[src/rtl/ex_hazard_ctrl.sv]
// ex_hazard_ctrl: EX-stage forwarding selects, load-use stall and flush/freeze bubble control
module ex_hazard_ctrl #(
   parameter int REG_BITS = 4,
   parameter int CNT_BITS = 16
) (
   input  logic                clk,
   input  logic                rst,
   input  logic                id_valid,
   input  logic [REG_BITS-1:0] id_rs,
   input  logic [REG_BITS-1:0] id_rt,
   input  logic                id_uses_rs,
   input  logic                id_uses_rt,
   input  logic [REG_BITS-1:0] id_rd,
   input  logic                id_reg_write,
   input  logic                id_mem_read,
   input  logic                flush,
   input  logic                mem_wait,
   output logic [1:0]          forward_a,
   output logic [1:0]          forward_b,
   output logic                stall_id,
   output logic                ex_bubble,
   output logic [CNT_BITS-1:0] stall_count
);
   logic                ex_valid, ex_reg_write, ex_mem_read, ex_uses_rs, ex_uses_rt;
   logic [REG_BITS-1:0] ex_dst, ex_rs, ex_rt;
   logic                mem_valid, mem_reg_write, mem_mem_read;
   logic [REG_BITS-1:0] mem_dst;
   logic                wb_valid, wb_reg_write;
   logic [REG_BITS-1:0] wb_dst;
   logic                lu, insert_bubble;

   function automatic logic [1:0] fwd_sel(input logic uses, input logic [REG_BITS-1:0] src);
      if (ex_valid && uses && mem_valid && mem_reg_write && !mem_mem_read && mem_dst != '0 && mem_dst == src)
         return 2'b10;
      if (ex_valid && uses && wb_valid && wb_reg_write && wb_dst != '0 && wb_dst == src)
         return 2'b01;
      return 2'b00;
   endfunction

   // Hazard detection, bubble decision and forwarding selects; reset forces all controls low
   always_comb begin
      lu = id_valid && ex_valid && ex_mem_read && ex_reg_write && ex_dst != '0 &&
           ((id_uses_rs && id_rs == ex_dst) || (id_uses_rt && id_rt == ex_dst));
      insert_bubble = flush || lu;
      stall_id  = !rst && (mem_wait || (!flush && lu));
      ex_bubble = !rst && !mem_wait && insert_bubble;
      forward_a = fwd_sel(ex_uses_rs, ex_rs);
      forward_b = fwd_sel(ex_uses_rt, ex_rt);
   end

   // Shadow pipeline advance (held on freeze) and saturating load-use stall counter
   always_ff @(posedge clk or posedge rst) begin
      if (rst) begin
         {ex_valid, ex_reg_write, ex_mem_read, ex_uses_rs, ex_uses_rt} <= '0;
         {ex_dst, ex_rs, ex_rt} <= '0;
         {mem_valid, mem_reg_write, mem_mem_read, mem_dst} <= '0;
         {wb_valid, wb_reg_write, wb_dst} <= '0;
         stall_count <= '0;
      end else if (!mem_wait) begin
         {wb_valid, wb_reg_write, wb_dst} <= {mem_valid, mem_reg_write, mem_dst};
         {mem_valid, mem_reg_write, mem_mem_read, mem_dst} <= {ex_valid, ex_reg_write, ex_mem_read, ex_dst};
         if (insert_bubble) begin
            {ex_valid, ex_reg_write, ex_mem_read, ex_uses_rs, ex_uses_rt} <= '0;
            {ex_dst, ex_rs, ex_rt} <= '0;
         end else begin
            {ex_valid, ex_reg_write, ex_mem_read, ex_uses_rs, ex_uses_rt} <=
               {id_valid, id_reg_write, id_mem_read, id_uses_rs, id_uses_rt};
            {ex_dst, ex_rs, ex_rt} <= {id_rd, id_rs, id_rt};
         end
         if (!flush && lu && stall_count != '1)
            stall_count <= stall_count + 1'b1;
      end
   end
endmodule

[config.mk]
export PLATFORM = sky130hd
export DESIGN_NAME = ex_hazard_ctrl
export DESIGN_NICKNAME = d
export VERILOG_FILES = /design/src/rtl/ex_hazard_ctrl.sv
export SDC_FILE = /design/constraint.sdc
export NUM_CORES = 1
export LEC_CHECK = 0
export ABC_AREA = 1
export CAP_MARGIN = 40
export CORE_UTILIZATION = 50
export CTS_BUF_LIST = sky130_fd_sc_hd__clkbuf_4
export CTS_CLUSTER_SIZE = 25
export DETAILED_ROUTE_END_ITERATION = 12
export PLACE_DENSITY = 0.78
export SYNTH_ARGS = -nofsm -noshare
export SYNTH_HDL_FRONTEND = slang
export SYNTH_SLANG_ARGS = --single-unit
[constraint.sdc]
create_clock -name clk -period 1.58 [get_ports clk]
set_clock_uncertainty 0.2 [all_clocks]
set_input_delay 0.158 -clock clk [delete_from_list [all_inputs] [get_ports clk]]
set_output_delay 0.158 -clock clk [all_outputs]
set_load 0.01 [all_outputs]
==> flow_summary.html, run 1 <==
<table>
<tr><th>Metric</th><th>Value</th></tr>
<tr><th colspan="2">STA</th></tr>
<tr><td>Actual transition at the worst max-transition pin</td><td>395 ps</td></tr>
<tr><td>RSZ-0062 raised after global routing</td><td>yes</td></tr>
<tr><td>Min Tclk post-route</td><td>2280 ps</td></tr>
<tr><td>Final setup violation count</td><td>39</td></tr>
<tr><td>Worst slew margin</td><td>73.6%</td></tr>
<tr><td>Final cycle utilization of the critical path</td><td>144%</td></tr>
<tr><td>Hold Vio Cnt, Final</td><td>0</td></tr>
<tr><td>Final critical-path setup slack</td><td>-699 ps</td></tr>
<tr><td>Highest achievable clock rate</td><td>439 MHz</td></tr>
<tr><td>Worst hold slack</td><td>110 ps</td></tr>
<tr><td>Final Max Tran Viols</td><td>0</td></tr>
<tr><th colspan="2">Placement</th></tr>
<tr><td>Area after detailed placement</td><td>3660 um^2</td></tr>
<tr><td>Number of port buffers</td><td>42</td></tr>
<tr><td>Weighted congestion at the end of routability-driven global placement</td><td>0.857</td></tr>
<tr><td>Post-DP HPWL</td><td>5220 um</td></tr>
<tr><th colspan="2">Synthesis</th></tr>
<tr><td>Synth cell types</td><td>29</td></tr>
<tr><td>Synth async-reset ratio</td><td>100%</td></tr>
<tr><td>Yosys synthesis warning count</td><td>0</td></tr>
<tr><td>Biggest area consumer among synthesized cells</td><td>sky130_fd_sc_hd__dfrtp_1</td></tr>
<tr><td>Count of mapped cells out of synthesis</td><td>350</td></tr>
<tr><td>Primary flip-flop cell chosen by synthesis mapping</td><td>sky130_fd_sc_hd__dfrtp_1</td></tr>
<tr><td>Number of register bits inferred by synthesis</td><td>46</td></tr>
<tr><td>Most common library cells after synthesis</td><td>79 x sky130_fd_sc_hd__nand2_1, 51 x sky130_fd_sc_hd__inv_1, 46 x sky130_fd_sc_hd__dfrtp_1</td></tr>
<tr><td>Netlist area before placement</td><td>2670 um^2</td></tr>
<tr><td>Count of flip-flops with a built-in enable after synthesis</td><td>0</td></tr>
<tr><td>Synth Net Count</td><td>372</td></tr>
<tr><td>Proportion of synthesized chip area in sequential cells</td><td>43.2%</td></tr>
<tr><td>Post-Syn Area per Cell</td><td>7.61 um^2</td></tr>
<tr><td>Area share of the largest cell type after synthesis</td><td>43.2%</td></tr>
<tr><td>Count leader, synth</td><td>sky130_fd_sc_hd__nand2_1</td></tr>
<tr><td>Synth area leaders</td><td>sky130_fd_sc_hd__dfrtp_1 43%, sky130_fd_sc_hd__nand2_1 11%, sky130_fd_sc_hd__nand3_1 8.1%</td></tr>
<tr><th colspan="2">Flow run</th></tr>
<tr><td>MaxCap Viol Count</td><td>0</td></tr>
<tr><th colspan="2">Pwr</th></tr>
<tr><td>Clock power share</td><td>25.9%</td></tr>
<tr><td>Worst supply voltage drop on vdd</td><td>0.502 mV</td></tr>
<tr><td>Net switching fraction of the power</td><td>33.6%</td></tr>
<tr><td>Lkg Pwr</td><td>0.00217 uW</td></tr>
<tr><td>Internal power</td><td>1990 uW</td></tr>
<tr><td>Sequential cell fraction of total power</td><td>44.5%</td></tr>
<tr><td>Power density cells</td><td>692 nW/um^2</td></tr>
<tr><td>Net switching power</td><td>1010 uW</td></tr>
<tr><td>Gate power share</td><td>29.5%</td></tr>
<tr><td>Power Total</td><td>3000 uW</td></tr>
<tr><th colspan="2">Route</th></tr>
<tr><td>Per-cell routed wire length</td><td>20.7 um</td></tr>
<tr><td>Number of nets with antenna violations after detailed routing</td><td>0</td></tr>
<tr><td>TritonRoute pass-1 iters</td><td>7</td></tr>
<tr><td>Detail-routed via count per cell</td><td>5.92</td></tr>
<tr><td>Iteration-0 DRC count of the detailed router</td><td>382</td></tr>
<tr><td>Number of vias after detailed routing</td><td>3305</td></tr>
<tr><td>Number of remaining DRC errors</td><td>0</td></tr>
<tr><td>Total detailed-routing wirelength</td><td>11500 um</td></tr>
<tr><th colspan="2">Setup path</th></tr>
<tr><td>Cell family contributing the most delay on the critical path</td><td>simple AND/OR/NAND/NOR gates</td></tr>
<tr><td>Category of the worst setup path capture point</td><td>output pin</td></tr>
<tr><td>Critical Path, Cell by Cell</td><td>buf_6, xnor2_4, nand3_2, nor4_4, nor2_1, buf_2</td></tr>
<tr><td>Maximum fanout along the worst path</td><td>3</td></tr>
<tr><td>Data required time of the critical path</td><td>1220 ps</td></tr>
<tr><td>Slowest library cell on the worst path</td><td>sky130_fd_sc_hd__dfrtp_1</td></tr>
<tr><td>WP data arrival</td><td>1920 ps</td></tr>
<tr><td>CP Buf/Inv Count</td><td>2</td></tr>
<tr><td>Start-to-end type of the worst setup path</td><td>reg -&gt; out</td></tr>
<tr><td>Critical path launch point type</td><td>flip-flop</td></tr>
<tr><td>Highest cell delay on the worst timing path</td><td>450 ps</td></tr>
<tr><th colspan="2">Floorplan</th></tr>
<tr><td>Die Y</td><td>75.0 um</td></tr>
<tr><td>Die Span X</td><td>75.0 um</td></tr>
<tr><td>Starting density of the core</td><td>52.2%</td></tr>
<tr><td>Overall die area</td><td>5630 um^2</td></tr>
<tr><td>IO Count</td><td>43</td></tr>
<tr><td>Area inside the core boundary</td><td>5110 um^2</td></tr>
<tr><td>Placement row count</td><td>26</td></tr>
<tr><th colspan="2">Global route</th></tr>
<tr><td>Initial antenna violation count</td><td>0</td></tr>
<tr><td>Wire length of the first global-routing pass</td><td>16300 um</td></tr>
<tr><td>Global-route total usage across every layer</td><td>40.1%</td></tr>
<tr><td>Remaining Overflow, GRT</td><td>0</td></tr>
<tr><td>Maximum number of pins on one net before global-route repair</td><td>47</td></tr>
<tr><td>Via count of the first global-routing pass</td><td>3229</td></tr>
<tr><th colspan="2">Finish</th></tr>
<tr><td>Area growth, synth to finish</td><td>62.7%</td></tr>
<tr><td>Diodes inserted</td><td>0</td></tr>
<tr><td>Final net count</td><td>509</td></tr>
<tr><td>Post-route standard cell area excluding fillers</td><td>4340 um^2</td></tr>
<tr><td>Filler instances</td><td>282</td></tr>
<tr><td>Proportion of layout cells with a drive suffix above 1</td><td>39.3%</td></tr>
<tr><td>Layout Utilization</td><td>84.9%</td></tr>
<tr><th colspan="2">Status</th></tr>
<tr><td>Result of the run</td><td>complete, but fails checks</td></tr>
<tr><td>Violated checks</td><td>setup timing</td></tr>
<tr><th colspan="2">Clocking</th></tr>
<tr><td>Maximum level of the CTS H-tree</td><td>2</td></tr>
<tr><td>Register clock-pin slew on the reported worst setup and hold paths</td><td>160 ps</td></tr>
<tr><td>CTS Sinks</td><td>46</td></tr>
<tr><td>Clock tree from TritonCTS</td><td>built</td></tr>
<tr><td>Worst-skew pair later-pin latency</td><td>390 ps</td></tr>
<tr><td>Clk buf depth</td><td>2</td></tr>
<tr><td>Root Driver</td><td>sky130_fd_sc_hd__clkbuf_4</td></tr>
<tr><td>Number of clock buffers inserted by TritonCTS</td><td>5</td></tr>
<tr><th colspan="2">Min path</th></tr>
<tr><td>Type of the tightest min-delay check</td><td>in -&gt; async</td></tr>
</table>
==> per-layer routing <==
metal | routed length (um) | global-route usage, % | vias to the layer above
li1 | - | - | 1405
met1 | 4060 | 49.5 | 1524
met2 | 5540 | 67.0 | 284
met3 | 1190 | 7.23 | 92
met4 | 745 | 21.0 | 0
met5 | 0 | 0 | -
==> metrics by stage <==
| stage | setup WS, ps | std cells | TNS, ps |
|---|---|---|---|
| finish | -699 | 558 | -17950 |
| detailed placement | -668 | 516 | -17650 |
| floorplan | 0.119 | 350 | 0 |
| global placement | -616 | 516 | -14380 |
| global route | -770 | 558 | -21250 |
| CTS | -472 | 555 | -11310 |
==> power groups by stage <==
stage	Combinational (uW)	Sequential [uW]	Clock (uW)
final	887	1340	778
after CTS	746	1320	758
after global routing	941	1340	809
after floorplan	301	1340	0
after global placement	549	1340	0
after detailed placement	571	1350	0
==> layout by cell type, fill, tap and decap left out, types with 4 or more instances in the layout <==
cell	count
sky130_fd_sc_hd__o21ai_2	6
sky130_fd_sc_hd__nand3_2	18
sky130_fd_sc_hd__nor2_1	19
sky130_fd_sc_hd__clkdlybuf4s50_1	20
sky130_fd_sc_hd__buf_6	13
sky130_fd_sc_hd__inv_2	7
sky130_fd_sc_hd__clkdlybuf4s15_1	9
sky130_fd_sc_hd__dfrtp_1	44
sky130_fd_sc_hd__o21ai_1	4
sky130_fd_sc_hd__xnor2_1	5
sky130_fd_sc_hd__o21bai_1	14
sky130_fd_sc_hd__buf_4	80
sky130_fd_sc_hd__o21ai_0	13
sky130_fd_sc_hd__nor2_2	7
sky130_fd_sc_hd__nand2_2	11
sky130_fd_sc_hd__buf_2	6
sky130_fd_sc_hd__xor2_1	9
sky130_fd_sc_hd__clkbuf_4	5
sky130_fd_sc_hd__nand4_1	11
sky130_fd_sc_hd__nand2_1	68
sky130_fd_sc_hd__nand3_1	24
sky130_fd_sc_hd__inv_1	47
sky130_fd_sc_hd__nand3_4	4
sky130_fd_sc_hd__clkbuf_2	6
==> logic make-up (layout without fill, tap and decap cells) <==
group | after synthesis | after routing | synth area share (%)
adder cells (fa/ha/maj) | 1 | 1 | 0.469
flip-flops | 46 | 46 | 43.2
XOR/XNOR | 18 | 18 | 5.92
AND/OR/NAND/NOR | 176 | 176 | 30.6
buffers and inverters | 66 | 204 | 9.91
AO/OA/AOI/OAI | 43 | 43 | 9.91
==> worst min-delay path: cells and delay by family <==
kind,cells,cell delay [ps]
buffers and inverters,4,950
==> worst paths after layout <==
kind	from	end	slack, ps	depth (start not counted)
min	rst	mem_dst[3]	110	4
min reg2reg	mem_mem_read	mem_mem_read	370	2
max in group asynchronous	rst	stall_count[6]	840	4
min in group clk	id_rd[3]	ex_dst[3]	110	3
max reg2reg	ex_valid	stall_count[3]	-650	9
max	mem_dst[1]	forward_a[0]	-700	6
==> final cells by class <==
cell class	instances	area, um^2	area share [%]
sequential	46	1150	26.6
clock buffer	5	37.5	0.866
tap	70	87.6	2.02
clock inverter	3	45.0	1.04
inverter	55	206	4.76
multi-input combinational	238	1570	36.2
timing repair buffer	141	1230	28.5
==> flip-flops by register name (all words and copies together), names as in the netlist, 4 cells and up <==
name and count:
ex_dst 4, ex_rs 4, ex_rt 4, mem_dst 4
stall_count 16, wb_dst 4
==> repair_timing <==
item                                    in CTS  in global routing
endpoints found under the setup margin      55                 52
pin swaps                                   13                 21
gates resized for setup                    104                 54
setup buffers                               28                 11
hold buffers                                 0                  0
cloned                                       3                  0
Note: power is estimated with default switching activity, not from simulation.
==> run 2: changes to the inputs <==
--- a/config.mk
+++ b/config.mk
@@ -7,11 +7,11 @@
 export LEC_CHECK = 0
 export ABC_AREA = 1
 export CAP_MARGIN = 40
-export CORE_UTILIZATION = 50
+export CORE_UTILIZATION = 54
 export CTS_BUF_LIST = sky130_fd_sc_hd__clkbuf_4
 export CTS_CLUSTER_SIZE = 25
 export DETAILED_ROUTE_END_ITERATION = 12
-export PLACE_DENSITY = 0.78
+export PLACE_DENSITY = 0.8
 export SYNTH_ARGS = -nofsm -noshare
 export SYNTH_HDL_FRONTEND = slang
 export SYNTH_SLANG_ARGS = --single-unit
==> constraint.sdc (replaced) <==
create_clock -name clk -period 2.4 [get_ports clk]
set_clock_uncertainty 0.2 [all_clocks]
set_input_delay 0.24 -clock clk [delete_from_list [all_inputs] [get_ports clk]]
set_output_delay 0.24 -clock clk [all_outputs]
set_load 0.01 [all_outputs]
==> run 2 against run 1 <==
Compared with the run above: sequential share of layout area rose by 8.0 points; the run now ends clean; wire length shrank 45%; final area down 23%; via count down 25%; sequential power fell by 34%; core utilization down 14 points; clock power shrank 27%; critical path depth is 3 higher.
==> flow_summary.html, run 2 (synthesis gave the netlist of run 1 again) <==
<table>
<tr><th>Metric</th><th>Value</th></tr>
<tr><th colspan="2">Placement</th></tr>
<tr><td>Post-DP HPWL</td><td>4640 um (was 5220 um)</td></tr>
<tr><td>Weighted congestion at the end of routability-driven global placement</td><td>0.901 (was 0.857)</td></tr>
<tr><td>Number of port buffers</td><td>42 (unchanged)</td></tr>
<tr><td>Post-Place Cells</td><td>457 (was 516)</td></tr>
<tr><th colspan="2">Clocking</th></tr>
<tr><td>Maximum level of the CTS H-tree</td><td>2 (unchanged)</td></tr>
<tr><td>Worst-skew pair later-pin latency</td><td>370 ps (was 390 ps)</td></tr>
<tr><td>Root Driver</td><td>sky130_fd_sc_hd__clkbuf_4 (unchanged)</td></tr>
<tr><td>Clock tree from TritonCTS</td><td>built (unchanged)</td></tr>
<tr><td>Number of clock buffers inserted by TritonCTS</td><td>5 (unchanged)</td></tr>
<tr><td>CTS Sinks</td><td>46 (unchanged)</td></tr>
<tr><td>Clk buf depth</td><td>2 (unchanged)</td></tr>
<tr><td>Register clock-pin slew on the reported worst setup and hold paths</td><td>140 ps (was 160 ps)</td></tr>
<tr><th colspan="2">Floorplan</th></tr>
<tr><td>Die Y</td><td>72.3 um (was 75.0 um)</td></tr>
<tr><td>Placement row count</td><td>25 (was 26)</td></tr>
<tr><td>Area inside the core boundary</td><td>4720 um^2 (was 5110 um^2)</td></tr>
<tr><td>Overall die area</td><td>5220 um^2 (was 5630 um^2)</td></tr>
<tr><td>IO Count</td><td>43 (unchanged)</td></tr>
<tr><td>Starting density of the core</td><td>56.4% (was 52.2%)</td></tr>
<tr><td>Die Span X</td><td>72.3 um (was 75.0 um)</td></tr>
<tr><th colspan="2">STA</th></tr>
<tr><td>Final Max Tran Viols</td><td>0 (unchanged)</td></tr>
<tr><td>RSZ-0062 raised after global routing</td><td>no (was yes)</td></tr>
<tr><td>Hold Vio Cnt, Final</td><td>0 (unchanged)</td></tr>
<tr><td>Final setup violation count</td><td>0 (was 39)</td></tr>
<tr><td>Min Tclk post-route</td><td>2250 ps</td></tr>
<tr><td>Total Neg Setup Slack</td><td>0 ps (was -17950 ps)</td></tr>
<tr><td>Final cycle utilization of the critical path</td><td>93.7%</td></tr>
<tr><td>Actual transition at the worst max-transition pin</td><td>577 ps (was 395 ps)</td></tr>
<tr><td>Worst slew margin</td><td>61.5% (was 73.6%)</td></tr>
<tr><td>Highest achievable clock rate</td><td>445 MHz</td></tr>
<tr><th colspan="2">Global route</th></tr>
<tr><td>Maximum number of pins on one net before global-route repair</td><td>47 (unchanged)</td></tr>
<tr><td>Wire length of the first global-routing pass</td><td>10700 um (was 16300 um)</td></tr>
<tr><td>Via count of the first global-routing pass</td><td>2319 (was 3229)</td></tr>
<tr><td>Remaining Overflow, GRT</td><td>0 (unchanged)</td></tr>
<tr><td>Initial antenna violation count</td><td>0 (unchanged)</td></tr>
<tr><td>Global-route total usage across every layer</td><td>26.4% (was 40.1%)</td></tr>
<tr><th colspan="2">Flow run</th></tr>
<tr><td>MaxCap Viol Count</td><td>0 (unchanged)</td></tr>
<tr><th colspan="2">Finish</th></tr>
<tr><td>Filler instances</td><td>390 (was 282)</td></tr>
<tr><td>Area growth, synth to finish</td><td>25.0% (was 62.7%)</td></tr>
<tr><td>Most common cell after layout, fill and taps aside</td><td>sky130_fd_sc_hd__nand2_1 (was sky130_fd_sc_hd__buf_4)</td></tr>
<tr><td>Top register by number of flip-flops</td><td>stall_count (unchanged)</td></tr>
<tr><td>Non-filler instance count after layout</td><td>467 (was 558)</td></tr>
<tr><td>Final net count</td><td>421 (was 509)</td></tr>
<tr><td>Leading cell types in the layout, fill and taps excluded</td><td>79 x sky130_fd_sc_hd__nand2_1, 50 x sky130_fd_sc_hd__inv_1, 44 x sky130_fd_sc_hd__dfrtp_1 (was 80 x sky130_fd_sc_hd__buf_4, 68 x sky130_fd_sc_hd__nand2_1, 47 x sky130_fd_sc_hd__inv_1)</td></tr>
<tr><td>Diodes inserted</td><td>0 (unchanged)</td></tr>
<tr><td>Proportion of layout cells with a drive suffix above 1</td><td>10.0% (was 39.3%)</td></tr>
<tr><td>Layout Utilization</td><td>70.5% (was 84.9%)</td></tr>
<tr><td>Flip-flop count of the largest register after layout</td><td>16 (unchanged)</td></tr>
<tr><th colspan="2">Status</th></tr>
<tr><td>Result of the run</td><td>finished clean (was complete, but fails checks)</td></tr>
<tr><th colspan="2">Pwr</th></tr>
<tr><td>Lkg Pwr</td><td>0.00173 uW (was 0.00217 uW)</td></tr>
<tr><td>Power density cells</td><td>525 nW/um^2 (was 692 nW/um^2)</td></tr>
<tr><td>Power Total</td><td>1750 uW (was 3000 uW)</td></tr>
<tr><td>Worst supply voltage drop on vdd</td><td>0.343 mV (was 0.502 mV)</td></tr>
<tr><th colspan="2">Route</th></tr>
<tr><td>Met2 wire length</td><td>2990 um (was 5540 um)</td></tr>
<tr><td>Detail-routed via count per cell</td><td>5.27 (was 5.92)</td></tr>
<tr><td>Number of remaining DRC errors</td><td>0 (unchanged)</td></tr>
<tr><td>Per-cell routed wire length</td><td>13.5 um (was 20.7 um)</td></tr>
<tr><td>Iteration-0 DRC count of the detailed router</td><td>145 (was 382)</td></tr>
<tr><td>Wire length the detailed router placed on met1</td><td>2870 um (was 4060 um)</td></tr>
<tr><td>Number of vias after detailed routing</td><td>2463 (was 3305)</td></tr>
<tr><td>Wire length on met3</td><td>324 um (was 1190 um)</td></tr>
<tr><td>Number of nets with antenna violations after detailed routing</td><td>0 (unchanged)</td></tr>
<tr><td>Total detailed-routing wirelength</td><td>6330 um (was 11500 um)</td></tr>
<tr><td>Highest metal layer with signal wires</td><td>met4 (unchanged)</td></tr>
<tr><td>TritonRoute pass-1 iters</td><td>4 (was 7)</td></tr>
<tr><th colspan="2">Setup path</th></tr>
<tr><td>Setup crit start</td><td>ex_dst[0] (was mem_dst[1])</td></tr>
<tr><td>Category of the worst setup path capture point</td><td>output pin (unchanged)</td></tr>
<tr><td>Start-to-end type of the worst setup path</td><td>reg -&gt; out (unchanged)</td></tr>
<tr><td>Critical path launch point type</td><td>flip-flop (unchanged)</td></tr>
<tr><td>Maximum fanout along the worst path</td><td>5 (was 3)</td></tr>
<tr><td>Worst R2R Start</td><td>stall_count[0] (was ex_valid)</td></tr>
<tr><td>Data required time of the critical path</td><td>1960 ps (was 1220 ps)</td></tr>
<tr><td>WP data arrival</td><td>1810 ps (was 1920 ps)</td></tr>
<tr><th colspan="2">Min path</th></tr>
<tr><td>Type of the tightest min-delay check</td><td>in -&gt; async (unchanged)</td></tr>
</table>
run 2: area by class of cell:
cell class	count	area [um^2]	area share [%]
clock buffer	5	37.5	1.13
clock inverter	3	63.8	1.92
tap	67	83.8	2.52
inverter	55	206	6.20
timing repair buffer	53	510	15.3
sequential	46	1150	34.6
multi-input combinational	238	1280	38.3
run 2: stage by stage:
step / worst slack, ps / cell area [um^2] / hold WS, ps
2_1_floorplan: 651 / 2670 / 181
3_3_place_gp: -19.3 / 3180 / 265
3_5_place_dp: -67.5 / 3180 / 273
4_1_cts: -119 / 3280 / 217
5_1_grt: 13.0 / 3330 / 256
6_report: 152 / 3330 / 212
run 2: path summary, 6_finish.rpt:
check                                 end  slack (ps)  cells after the start
max                             ex_bubble         150                      9
min                        stall_count[3]         210                      3
max reg2reg                stall_count[1]         390                      7
min reg2reg                    ex_uses_rs         300                      2
max in group asynchronous      mem_dst[1]        1350                      3
min in group clk                ex_dst[3]         250                      3
run 2: worst max-delay path: stages (launching register included):
cell and delay [ps]:
sky130_fd_sc_hd__dfrtp_1 410, sky130_fd_sc_hd__inv_2 80, sky130_fd_sc_hd__nand2_1 70, sky130_fd_sc_hd__nand2_1 50
sky130_fd_sc_hd__nor2_1 110, sky130_fd_sc_hd__nand3_2 110, sky130_fd_sc_hd__nand2_4 100, sky130_fd_sc_hd__a21oi_4 60
sky130_fd_sc_hd__nor3_1 180, sky130_fd_sc_hd__dlygate4sd2_1 300
run 2: power by group:
group	leakage, uW	total, uW	internal, uW	switching (uW)
clock	0.0000528	565	321	243
combinational	0.00114	305	132	173
sequential	0.000535	880	825	55.4
total	0.00173	1750	1280	472
run 2: routing by layer:
layer,vias to the layer above,global-route usage [%]
li1,1222,-
met1,1154,35.2
met2,73,43.2
met3,14,5.00
met4,0,9.59
met5,-,0
run 2: what timing repair did:
action                     in CTS  in global routing
setup buffers                   0                  2
pin swaps                       1                  0
setup endpoints to repair       6                  4
gates resized for setup         3                  9
hold buffers                    0                  0
==> run 3: changes to the inputs <==
--- a/config.mk
+++ b/config.mk
@@ -11,7 +11,8 @@
 export CTS_BUF_LIST = sky130_fd_sc_hd__clkbuf_4
 export CTS_CLUSTER_SIZE = 25
 export DETAILED_ROUTE_END_ITERATION = 12
-export PLACE_DENSITY = 0.8
+export HOLD_SLACK_MARGIN = 0.03
+export PLACE_DENSITY = 0.89
 export SYNTH_ARGS = -nofsm -noshare
 export SYNTH_HDL_FRONTEND = slang
 export SYNTH_SLANG_ARGS = --single-unit
==> run 3 against run 2 <==
Compared with the run above: final cell count is 0.21% higher; sequential power barely moved; worst setup slack better by 2.8 ps; non-clock buffer count rose by 1; clock power fell by 35%; sequential cell count stayed put.
==> flow_summary.html, run 3 (synthesis gave the netlist of run 1 again) <==
<table>
<tr><th>Metric</th><th>Value</th></tr>
<tr><th colspan="2">Status</th></tr>
<tr><td>Result of the run</td><td>finished clean (unchanged)</td></tr>
<tr><th colspan="2">Route</th></tr>
<tr><td>Iteration-0 DRC count of the detailed router</td><td>164 (was 145)</td></tr>
<tr><td>Detail-routed via count per cell</td><td>5.40 (was 5.27)</td></tr>
<tr><td>Per-cell routed wire length</td><td>13.7 um (was 13.5 um)</td></tr>
<tr><td>Number of nets with antenna violations after detailed routing</td><td>0 (unchanged)</td></tr>
<tr><td>Total detailed-routing wirelength</td><td>6410 um (was 6330 um)</td></tr>
<tr><td>Number of vias after detailed routing</td><td>2529 (was 2463)</td></tr>
<tr><td>TritonRoute pass-1 iters</td><td>5 (was 4)</td></tr>
<tr><td>Number of remaining DRC errors</td><td>0 (unchanged)</td></tr>
<tr><th colspan="2">STA</th></tr>
<tr><td>Worst slew margin</td><td>62.1% (was 61.5%)</td></tr>
<tr><td>Final cycle utilization of the critical path</td><td>93.6% (was 93.7%)</td></tr>
<tr><td>Final Max Tran Viols</td><td>0 (unchanged)</td></tr>
<tr><td>Min Tclk post-route</td><td>2250 ps (about the same)</td></tr>
<tr><td>Final setup violation count</td><td>0 (unchanged)</td></tr>
<tr><td>Highest achievable clock rate</td><td>445 MHz (about the same)</td></tr>
<tr><td>RSZ-0062 raised after global routing</td><td>no (unchanged)</td></tr>
<tr><td>Actual transition at the worst max-transition pin</td><td>568 ps (was 577 ps)</td></tr>
<tr><td>Total Neg Setup Slack</td><td>0 ps (unchanged)</td></tr>
<tr><td>Hold Vio Cnt, Final</td><td>0 (unchanged)</td></tr>
<tr><th colspan="2">Pwr</th></tr>
<tr><td>Lkg Pwr</td><td>0.00166 uW (was 0.00173 uW)</td></tr>
<tr><td>Clock power share</td><td>23.7% (was 32.3%)</td></tr>
<tr><td>Internal power</td><td>1080 uW (was 1280 uW)</td></tr>
<tr><td>Net switching power</td><td>475 uW (was 472 uW)</td></tr>
<tr><td>Power density cells</td><td>476 nW/um^2 (was 525 nW/um^2)</td></tr>
<tr><td>Worst supply voltage drop on vdd</td><td>0.274 mV (was 0.343 mV)</td></tr>
<tr><td>Net switching fraction of the power</td><td>30.6% (was 27.0%)</td></tr>
<tr><td>Power Total</td><td>1550 uW (was 1750 uW)</td></tr>
<tr><td>Gate power share</td><td>19.8% (was 17.4%)</td></tr>
<tr><td>Sequential cell fraction of total power</td><td>56.5% (was 50.3%)</td></tr>
<tr><th colspan="2">Floorplan</th></tr>
<tr><td>Area inside the core boundary</td><td>4720 um^2 (unchanged)</td></tr>
<tr><td>IO Count</td><td>43 (unchanged)</td></tr>
<tr><td>Overall die area</td><td>5220 um^2 (unchanged)</td></tr>
<tr><td>Starting density of the core</td><td>56.4% (unchanged)</td></tr>
<tr><td>Die Y</td><td>72.3 um (unchanged)</td></tr>
<tr><td>Die Span X</td><td>72.3 um (unchanged)</td></tr>
<tr><td>Placement row count</td><td>25 (unchanged)</td></tr>
<tr><th colspan="2">Finish</th></tr>
<tr><td>Final net count</td><td>422 (was 421)</td></tr>
<tr><td>Most common cell after layout, fill and taps aside</td><td>sky130_fd_sc_hd__nand2_1 (unchanged)</td></tr>
<tr><td>Layout Utilization</td><td>69.0% (was 70.5%)</td></tr>
<tr><td>Diodes inserted</td><td>0 (unchanged)</td></tr>
<tr><td>Top register by number of flip-flops</td><td>stall_count (unchanged)</td></tr>
<tr><td>Leading cell types in the layout, fill and taps excluded</td><td>79 x sky130_fd_sc_hd__nand2_1, 51 x sky130_fd_sc_hd__inv_1, 46 x sky130_fd_sc_hd__dfrtp_1 (was 79 x sky130_fd_sc_hd__nand2_1, 50 x sky130_fd_sc_hd__inv_1, 44 x sky130_fd_sc_hd__dfrtp_1)</td></tr>
<tr><td>Area growth, synth to finish</td><td>22.3% (was 25.0%)</td></tr>
<tr><td>Non-filler instance count after layout</td><td>468 (was 467)</td></tr>
<tr><td>Flip-flop count of the largest register after layout</td><td>16 (unchanged)</td></tr>
<tr><td>Post-route standard cell area excluding fillers</td><td>3260 um^2 (was 3330 um^2)</td></tr>
<tr><td>Proportion of layout cells with a drive suffix above 1</td><td>9.23% (was 10.0%)</td></tr>
<tr><td>Filler instances</td><td>384 (was 390)</td></tr>
<tr><th colspan="2">Global route</th></tr>
<tr><td>Remaining Overflow, GRT</td><td>0 (unchanged)</td></tr>
<tr><td>Maximum number of pins on one net before global-route repair</td><td>47 (unchanged)</td></tr>
<tr><td>Via count of the first global-routing pass</td><td>2352 (was 2319)</td></tr>
<tr><td>Global-route total usage across every layer</td><td>26.8% (was 26.4%)</td></tr>
<tr><td>Wire length of the first global-routing pass</td><td>10800 um (was 10700 um)</td></tr>
<tr><td>Initial antenna violation count</td><td>0 (unchanged)</td></tr>
<tr><th colspan="2">Clocking</th></tr>
<tr><td>Register clock-pin slew on the reported worst setup and hold paths</td><td>140 ps (about the same)</td></tr>
<tr><td>Root Driver</td><td>sky130_fd_sc_hd__clkbuf_4 (unchanged)</td></tr>
<tr><td>CTS Sinks</td><td>46 (unchanged)</td></tr>
<tr><td>Maximum level of the CTS H-tree</td><td>2 (unchanged)</td></tr>
<tr><td>Worst-skew pair later-pin latency</td><td>390 ps (was 370 ps)</td></tr>
<tr><td>Post-cts hold buffer count</td><td>0 (unchanged)</td></tr>
<tr><td>Clk buf depth</td><td>2 (unchanged)</td></tr>
<tr><td>Number of clock buffers inserted by TritonCTS</td><td>5 (unchanged)</td></tr>
<tr><td>Clock tree from TritonCTS</td><td>built (unchanged)</td></tr>
<tr><th colspan="2">Setup path</th></tr>
<tr><td>Category of the worst setup path capture point</td><td>output pin (unchanged)</td></tr>
<tr><td>Highest cell delay on the worst timing path</td><td>420 ps (was 410 ps)</td></tr>
<tr><td>Data required time of the critical path</td><td>1960 ps (about the same)</td></tr>
<tr><td>Slowest library cell on the worst path</td><td>sky130_fd_sc_hd__dfrtp_1 (unchanged)</td></tr>
<tr><td>Maximum fanout along the worst path</td><td>2 (was 5)</td></tr>
<tr><td>Critical Path, Cell by Cell</td><td>xor2_1, nor4_1, nand4_1, nor2_1, dlygate4sd2_1 (was inv_2, nand2_1, nand2_1, nor2_1, nand3_2, nand2_4, a21oi_4, nor3_1, dlygate4sd2_1)</td></tr>
<tr><td>WP data arrival</td><td>1810 ps (about the same)</td></tr>
<tr><td>Critical path launch point type</td><td>flip-flop (unchanged)</td></tr>
<tr><td>Start-to-end type of the worst setup path</td><td>reg -&gt; out (unchanged)</td></tr>
<tr><th colspan="2">Placement</th></tr>
<tr><td>Post-Place Cells</td><td>457 (unchanged)</td></tr>
<tr><td>Number of port buffers</td><td>42 (unchanged)</td></tr>
<tr><td>Post-DP HPWL</td><td>4750 um (was 4640 um)</td></tr>
<tr><td>Weighted congestion at the end of routability-driven global placement</td><td>0.893 (was 0.901)</td></tr>
<tr><td>Area after detailed placement</td><td>3180 um^2 (unchanged)</td></tr>
<tr><th colspan="2">Flow run</th></tr>
<tr><td>MaxCap Viol Count</td><td>0 (unchanged)</td></tr>
<tr><th colspan="2">Min path</th></tr>
<tr><td>Type of the tightest min-delay check</td><td>in -&gt; async (unchanged)</td></tr>
</table>
[run 3: final timing paths]
| path | slack [ps] | cells past startpoint | endpoint | from |
|---|---|---|---|---|
| worst max-delay path | 150 | 5 | forward_b[0] | ex_rt[0] |
| worst min-delay path | 150 | 3 | mem_valid | rst |
| worst max register to register | 410 | 10 | stall_count[13] | ex_dst[0] |
| worst min register to register | 310 | 2 | ex_uses_rt | ex_uses_rt |
| max in group asynchronous | 1450 | 3 | ex_dst[0] | rst |
| min in group clk | 240 | 3 | ex_dst[0] | id_rd[0] |
[run 3: per-stage QoR]
| step | setup slack, ps | hold slack (ps) |
|---|---|---|
| after floorplan | 651 | 181 |
| after global placement | 20.7 | 268 |
| after detailed placement | -22.2 | 275 |
| after CTS | 180 | 179 |
| after global routing | 5.76 | 230 |
| final | 154 | 154 |
[run 3: cell type report]
cell class                      count  area, um^2  area share, %
Tap cell                           67        83.8           2.57
Timing Repair Buffer               54         503           15.4
Clock inverter                      2        8.76          0.269
Clock buffer                        6        45.0           1.38
Inverter                           55         206           6.33
Multi-Input combinational cell    238        1260           38.7
Sequential cell                    46        1150           35.3
[run 3: worst max-delay path: cells and delay by family (launching register included)]
kind	cells	cell delay, ps
buffers and inverters	1	260
XOR/XNOR	1	170
AND/OR/NAND/NOR	3	590
flip-flops	1	420
[run 3: timing repair]
action,in CTS,in global routing
setup endpoints to repair,6,1
setup buffers,2,1
pin swaps,1,0
gates resized for setup,8,0
[run 3: power groups by stage]
stage                     clock, uW  combinational [uW]  sequential [uW]
after floorplan                   0                 194              879
after global placement            0                 281              891
final                           368                 308              877
after detailed placement          0                 294              893
after CTS                       372                 305              876
after global routing            405                 346              884
[run 3: per-layer routing]
| layer | share of wire, % | GRT usage, % | routed length (um) |
|---|---|---|---|
| met5 | 0 | 0 | 0 |
| met4 | 2.1 | 9.15 | 134 |
| met3 | 5.6 | 5.56 | 361 |
| met2 | 49 | 42.7 | 3110 |
| met1 | 44 | 36.6 | 2800 |
